[src/rtl/conv3x3_dot_feeder.sv]
// conv3x3_dot_feeder: accumulates one signed 3x3 dot product per channel (D1..D3)
// from a valid/ready tap stream and paces the shared job counter cnt so the
// downstream sum/compress register commits exactly when cnt == CNT_MAX.
// Optional build macro: FEEDER_BIAS_EN (adds bias_D1..bias_D3, preloaded on start).
module conv3x3_dot_feeder #(
    parameter int unsigned DATA_W  = 8,
    parameter int unsigned TAPS    = 9,
    parameter int unsigned DOT_W   = 21,
    parameter int unsigned CNT_MAX = 68,
    parameter int unsigned CNT_W   = $clog2(CNT_MAX + 1)
) (
    input  logic                     clk,
    input  logic                     rst,
    input  logic                     start,
    input  logic                     in_valid,
    output logic                     in_ready,
    input  logic signed [DATA_W-1:0] pix_D1,
    input  logic signed [DATA_W-1:0] pix_D2,
    input  logic signed [DATA_W-1:0] pix_D3,
    input  logic signed [DATA_W-1:0] wgt_D1,
    input  logic signed [DATA_W-1:0] wgt_D2,
    input  logic signed [DATA_W-1:0] wgt_D3,
`ifdef FEEDER_BIAS_EN
    input  logic signed [15:0]       bias_D1,
    input  logic signed [15:0]       bias_D2,
    input  logic signed [15:0]       bias_D3,
`endif
    output logic [CNT_W-1:0]         cnt,
    output logic signed [DOT_W-1:0]  dot_D1,
    output logic signed [DOT_W-1:0]  dot_D2,
    output logic signed [DOT_W-1:0]  dot_D3,
    output logic                     busy,
    output logic                     done
);

    localparam int unsigned PROD_W = 2 * DATA_W;
    localparam int unsigned TAP_W  = $clog2(TAPS + 1);
    localparam int unsigned NCH    = 3;

    localparam logic [1:0] S_IDLE  = 2'd0;
    localparam logic [1:0] S_ACCUM = 2'd1;
    localparam logic [1:0] S_HOLD  = 2'd2;

    localparam logic [TAP_W-1:0] TAP_LAST  = TAP_W'(TAPS - 1);
    localparam logic [CNT_W-1:0] CNT_TOP   = CNT_W'(CNT_MAX);
    localparam logic [CNT_W-1:0] CNT_STALL = CNT_W'(CNT_MAX - 1);

    logic [1:0]               state_q, state_d;
    logic [TAP_W-1:0]         tap_q, tap_d;
    logic [CNT_W-1:0]         cnt_d;
    logic                     in_ready_d, busy_d, done_d;
    logic signed [DOT_W-1:0]  dot_q    [NCH];
    logic signed [DOT_W-1:0]  dot_d    [NCH];
    logic signed [DOT_W-1:0]  dot_init [NCH];
    logic signed [DATA_W-1:0] pix      [NCH];
    logic signed [DATA_W-1:0] wgt      [NCH];
    logic signed [PROD_W-1:0] prod     [NCH];

    assign pix[0] = pix_D1;
    assign pix[1] = pix_D2;
    assign pix[2] = pix_D3;
    assign wgt[0] = wgt_D1;
    assign wgt[1] = wgt_D2;
    assign wgt[2] = wgt_D3;

    assign dot_D1 = dot_q[0];
    assign dot_D2 = dot_q[1];
    assign dot_D3 = dot_q[2];

    // Job start value of each accumulator: bias (sign-extended) or zero
`ifdef FEEDER_BIAS_EN
    assign dot_init[0] = DOT_W'(bias_D1);
    assign dot_init[1] = DOT_W'(bias_D2);
    assign dot_init[2] = DOT_W'(bias_D3);
`else
    assign dot_init[0] = '0;
    assign dot_init[1] = '0;
    assign dot_init[2] = '0;
`endif

    // Full-width signed products, one per channel
    always_comb begin
        for (int k = 0; k < NCH; k++) begin
            prod[k] = PROD_W'(pix[k]) * PROD_W'(wgt[k]);
        end
    end

    // Next-state, counter pacing and accumulator update
    always_comb begin
        state_d = state_q;
        tap_d   = tap_q;
        cnt_d   = cnt;
        dot_d   = dot_q;
        case (state_q)
            S_IDLE: begin
                cnt_d = '0;
                if (start) begin
                    state_d = S_ACCUM;
                    tap_d   = '0;
                    dot_d   = dot_init;
                end
            end
            S_ACCUM: begin
                // Never expose CNT_MAX while sums are still incomplete
                cnt_d = (cnt == CNT_STALL) ? cnt : cnt + CNT_W'(1);
                if (in_valid && in_ready) begin
                    for (int k = 0; k < NCH; k++) begin
                        dot_d[k] = dot_q[k] + DOT_W'(prod[k]);
                    end
                    tap_d = tap_q + TAP_W'(1);
                    if (tap_q == TAP_LAST) begin
                        state_d = S_HOLD;
                    end
                end
            end
            S_HOLD: begin
                if (cnt == CNT_TOP) begin
                    state_d = S_IDLE;
                    cnt_d   = '0;
                end else begin
                    cnt_d = cnt + CNT_W'(1);
                end
            end
            default: begin
                state_d = S_IDLE;
                cnt_d   = '0;
            end
        endcase
        in_ready_d = (state_d == S_ACCUM);
        busy_d     = (state_d != S_IDLE);
        done_d     = (state_d == S_HOLD) && (cnt_d == CNT_TOP);
    end

    // State and registered outputs, synchronous reset
    always_ff @(posedge clk) begin
        if (rst) begin
            state_q  <= S_IDLE;
            tap_q    <= '0;
            cnt      <= '0;
            in_ready <= 1'b0;
            busy     <= 1'b0;
            done     <= 1'b0;
            for (int k = 0; k < NCH; k++) begin
                dot_q[k] <= '0;
            end
        end else begin
            state_q  <= state_d;
            tap_q    <= tap_d;
            cnt      <= cnt_d;
            in_ready <= in_ready_d;
            busy     <= busy_d;
            done     <= done_d;
            for (int k = 0; k < NCH; k++) begin
                dot_q[k] <= dot_d[k];
            end
        end
    end

endmodule

[config.mk]
export PLATFORM = sky130hd
export DESIGN_NAME = conv3x3_dot_feeder
export DESIGN_NICKNAME = d
export VERILOG_FILES = /design/src/rtl/conv3x3_dot_feeder.sv
export SDC_FILE = /design/constraint.sdc
export NUM_CORES = 1
export LEC_CHECK = 0
export ABC_CLOCK_PERIOD_IN_PS = 17460
export CAP_MARGIN = 20
export CORE_MARGIN = 4
export CORE_UTILIZATION = 30
export CTS_CLUSTER_SIZE = 12
export DETAILED_ROUTE_END_ITERATION = 12
export GPL_TIMING_DRIVEN = 0
export SETUP_SLACK_MARGIN = 0.2
export SYNTH_ARGS = -nofsm -noshare
export SYNTH_HDL_FRONTEND = slang
export SYNTH_SLANG_ARGS = --single-unit
[constraint.sdc]
create_clock -name clk -period 17.46 [get_ports clk]
set_input_delay 3.492 -clock clk [delete_from_list [all_inputs] [get_ports clk]]
set_output_delay 3.492 -clock clk [all_outputs]
set_load 0.01 [all_outputs]
# After elaboration in Yosys (flattened, before gate mapping)
# Index checks and enable logic that the tools add are counted.
# W data, S select, Z words.
# totals
ff_bits	79
in_bits	52
output_inout_bits	73
wordCells	47
# classes
add_sub_neg	5
mul	3
n_eq_ne	10
mux	14
reduce_logical	6
# op_table
operator	count
$mux W63	2
$pmux W63 S2	1
$add A21 B16 Y21	3
$mul A8 B8 Y16	3
$eq A7 B7 Y1 const B	3
$mux W7	2
$pmux W7 S2	1
$mux W2	4
$mux W4	2
$pmux W4 S2	1
$add A7 B1 Y7 const B	1
$pmux W2 S3	1
$add A4 B1 Y4 const B	1
$eq A2 B1 Y1 const B	2
$eq A2 B2 Y1 const B	2
$eq A4 B4 Y1 const B	1
$ne A2 B2 Y1 const B	2
$reduce_bool A2 Y1	2
$reduce_and A3 Y1	1
$logic_and A1 B1 Y1	2
$logic_not A2 Y1	1

# Logic depth before layout (Yosys ltp)
# Gate-level depths: netlist of the first run.
# logic_depth
depth_word	6
depth_mapped	20
ltp_nobuf	19

# Least setup slack after synthesis of the first run
# No wires, ideal clock.
# synth_timing
path_kind	in2reg
start	input port wgt_D1[1]
end	register dot_q, in the netlist dot_D1[19]
setup_time_ns	0.117
arrival_ns	8.348
required_ns	17.343
setup_slack_ns	8.994
cell_stages	15
path_buffers	1
path_cell_list	clkbuf_1 -> and2_1 -> fa_1 -> fa_1 -> fa_1 -> fa_1 -> ha_1 -> ha_1 -> a21o_1 -> and4_4 -> a2111oi_4 -> o21ai_2 -> o31a_1 -> or3_1 -> a32o_1
# synth_via
elab_chain_len	4
# synth_lines
item	line_no	rtl
start, declared	20	input logic signed [DATA_W-1:0] wgt_D1,
$mul A8 B8 Y16	84	prod[k] = PROD_W'(pix[k]) * PROD_W'(wgt[k]);
$add A21 B16 Y21	108	dot_d[k] = dot_q[k] + DOT_W'(prod[k]);
$mux W63	106	if (in_valid && in_ready) begin
$pmux W63 S2	94	case (state_q)
end signal, assigned by index	154	dot_q[k] <= dot_d[k];
end, declared	52	logic signed [DOT_W-1:0] dot_q [NCH];
# Every way passes these cells. The select of a mux whose other input is x is not followed.
# A chain may end at the register's enable or synchronous reset.

# Worst setup path after layout of the first run
# layout_timing
start	input port wgt_D1[0]
end	register dot_q, in the netlist dot_D1[18]
# The elaborated chain is that of the path after synthesis.

==> impl_metrics.py, run 1 <==
metrics = {
    "outcome": {
        "outcome": "finished, final reports clean",
    },
    "route": {
        "drc_errors": 0,
        "via_per_inst": 4.632,
        "drtIter0Drc": 312,
        "wirelength_um": 33560,
        "antenna_left": 0,
        "vias": 10180,
        "first_pass_iters": 4,
        "wl_per_cell_um": 15.27,
    },
    "sta": {
        "slew_headroom": 0.3009,
        "period_share": 0.5442,
        "timing.setup.tns_ps": 0,
        "setup_slack_ps": 7958,
        "hold_ws_ps": 482.1,
        "fin_skew_ps": 8.985,
        "fin_crit_ps": 9502,
        "setup_violations": 0,
        "worst_pin_slew_ps": 1041,
        "report.final.slew_viol_count": 0,
        "grt_setup_unrepaired": "no",
        "finalHoldViolCount": 0,
        "fmax_mhz": 105.2,
    },
    "logic_synthesis": {
        "syn-cell-area_um2": 13830,
        "synthCells": 1463,
        "ys_seq_area_frac": 0.1143,
        "synthFlopType": "dfxtp_1",
        "ys_types": 59,
        "yosysTopAreaCellShare": 0.3995,
        "synthTopCellsByArea": "fa_1 (40%), ha_1 (14%), dfxtp_1 (11%), inv_1 (7.4%), and2_1 (4.5%)",
        "synth-seq-cells": 79,
        "synthArstFlopShare": 0,
        "synth_edf_count": 0,
        "syn_nets": 1943,
        "syn_avg_cell_area_um2": 9.454,
        "yosys_warnings": 0,
        "yosysTopAreaCell": "fa_1",
    },
    "setup_path": {
        "critical_path_class": "in2reg",
        "r2r_cells": 17,
        "crit_arrival_ps": 9720,
        "critPathMaxFanout": 14,
        "worstSetupEndpointType": "register",
        "critPathRequiredTime_ps": 17670,
        "start_kind": "input pin",
    },
    "floorplanning": {
        "rows": 78,
        "dieHeight_um": 222.7,
        "ios": 125,
        "start_util": 0.3041,
        "core_area_um2": 45480,
        "die_w_um": 222.7,
        "die_area_um2": 49600,
    },
    "grt": {
        "grt_overflow": 0,
        "grt_start_max_net_pins": 15,
        "grt_pass1_wl_um": 57500,
        "grt.total_usage": 0.1403,
        "grt_pass1_vias": 11070,
        "antenna_found_initial": 0,
    },
    "placement": {
        "hpwl_um": 29310,
        "pre_cts_ws_ps": 7624,
        "gp_congestion": 0.8065,
        "placed_cells": 2183,
        "place_area_um2": 15780,
        "io_buffers": 120,
    },
    "clock_tree": {
        "clk_latency_ps": 340,
        "post_cts_buffers": 0,
        "numClockSinks": 79,
        "tritoncts": "done",
        "numCtsBuffers": 9,
        "cts.hold.buffers_added": 0,
        "path_clk_slew_ps": 70,
        "clock_path_buffers": 2,
        "cts_resized": 0,
        "clockRootBuffer": "clkbuf_16",
        "cts_max_level": 3,
    },
    "cells_and_area": {
        "area_growth_pct": 16.40,
        "drive_gt1_frac": 0.01502,
        "layout.nets": 2074,
        "finalInstanceArea_um2": 16100,
        "diodes": 0,
        "fillers": 4742,
        "fin_cells": 2198,
        "final_util": 0.3540,
    },
    "pwr": {
        "ir_drop_mv": 0.09853,
        "combPwrFrac": 0.845,
        "pwr-share-clk": 0.066,
        "seq_power_share": 0.089,
        "power.internal_mw": 1.548,
        "cellPowerDensity_nw_per_um2": 193.9,
        "p_leak_nw": 7.429,
        "power_mw": 3.121,
        "switching_share": 0.5040,
        "power.switching_mw": 1.573,
    },
    "min_path": {
        "hp-class": "reg2reg",
        "hold_depth": 2,
    },
    "run": {
        "maxCapViolCount": 0,
    },
}
per-layer routing:
layer / global-route usage / up-vias / wire length, um
met5: 0 / - / 0
met4: 0.02505 / 0 / 458
met3: 0.01559 / 21 / 739
met2: 0.2481 / 148 / 16680
met1: 0.1881 / 5168 / 15680
li1: - / 4844 / -
sequential cells by signal (all words and copies together) (netlist names):
| signal | cells |
|---|---|
| dot_D2 | 21 |
| in_ready | 1 |
| state_q | 2 |
| dot_D3 | 21 |
| dot_D1 | 21 |
| tap_q | 4 |
| done | 1 |
| cnt | 7 |
| busy | 1 |
power by group through the flow:
stage / clock [mW] / combinational, mW / sequential, mW
after floorplan: 0 / 2.01 / 0.280
after global placement: 0 / 2.58 / 0.283
after detailed placement: 0 / 2.64 / 0.284
after CTS: 0.210 / 2.67 / 0.281
after global routing: 0.217 / 3.05 / 0.286
final: 0.206 / 2.64 / 0.277
cells in the mapped netlist, drive strengths merged (9+ instances only):
master  count
ha        152
a21o       11
o21ai      51
xnor2      44
fa        276
xor2       21
o21a        9
nor2       68
inv       273
nand2b     15
nor3       11
and2      100
nand2     145
clkbuf     23
dfxtp      79
nand3      31
a21oi      67
area by class of cell:
cell class                      instances  area (um2)  share of cell area
Clock inverter                          6       91.34            0.005673
Timing Repair Buffer                  120        1201             0.07461
Multi-Input combinational cell       1083       11110              0.6904
Inverter                              276        1036             0.06435
Sequential cell                        79        1582             0.09824
Clock buffer                            9       225.2             0.01399
Buffer                                 25       98.84            0.006140
Tap cell                              600       750.7             0.04663
cell families (layout without fill, tap and decap cells):
group | Yosys count | in the layout | synth area share
compound gates | 188 | 188 | 0.08386
xor+xnor | 65 | 65 | 0.04116
fa+ha+maj | 428 | 428 | 0.5370
buf+inv | 301 | 436 | 0.08205
flops | 79 | 79 | 0.1143
mux | 1 | 1 | 0.0007237
simple gates | 401 | 401 | 0.1409
critical path: stages:
cell and delay, ps:
clkdlybuf4s50_1 660, and2_1 810, inv_1 130, fa_1 520, inv_1 50, fa_1 480, fa_1 590, fa_1 440
fa_1 450, ha_1 360, o21ai_0 180, a21oi_1 90, o41ai_1 600, o21ai_0 290, a31oi_1 270, xor2_1 210
o21ai_0 90
placed cells by master, fill, tap and decap left out, types with 6 or more instances in the layout:
master / synthesis / routed
fa_1: 276 / 276
clkdlybuf4s50_1: 0 / 120
nand2_1: 145 / 145
nand2b_1: 15 / 15
nor2b_1: 6 / 6
xor2_1: 21 / 21
a21o_1: 10 / 10
o21ai_0: 50 / 50
nor3_1: 11 / 11
clkbuf_16: 0 / 9
a21oi_1: 67 / 67
o21bai_1: 7 / 7
and2_1: 100 / 100
clkbuf_1: 23 / 23
ha_1: 152 / 152
o21a_1: 9 / 9
a31oi_1: 6 / 6
a211oi_1: 6 / 6
nor2_1: 68 / 68
inv_1: 273 / 273
xnor2_1: 44 / 44
nand3_1: 31 / 31
dfxtp_1: 79 / 79
worst paths after layout:
check                  from          to  slack [ps]
setup / recovery  wgt_D1[0]  dot_D1[18]        7960
hold reg to reg   dot_D3[3]   dot_D3[3]         480
setup reg to reg  dot_D1[6]  dot_D1[18]       12140
hold / removal    dot_D3[3]   dot_D3[3]         480
No activity file was read; power rests on OpenSTA's default activity.
==> run 2, diff against run 1 <==
Settings changed: ABC_CLOCK_PERIOD_IN_PS 17460 to 8700.
Clock period 17.46 ns to 8.7 ns, I/O delays scaled along.
==> results of run 2 <==
Same layout as run 1 (identical final DEF). Status: finished, final reports clean.
Among the figures that moved: setup slack after placement 7624 ps -> 615.5 ps; setup slack after layout 7958 ps -> 950.1 ps; register-to-register setup slack 12140 ps -> 3380 ps; total power 3.121 mW -> 6.263 mW; worst IR drop on VDD 0.09853 mV -> 0.1977 mV
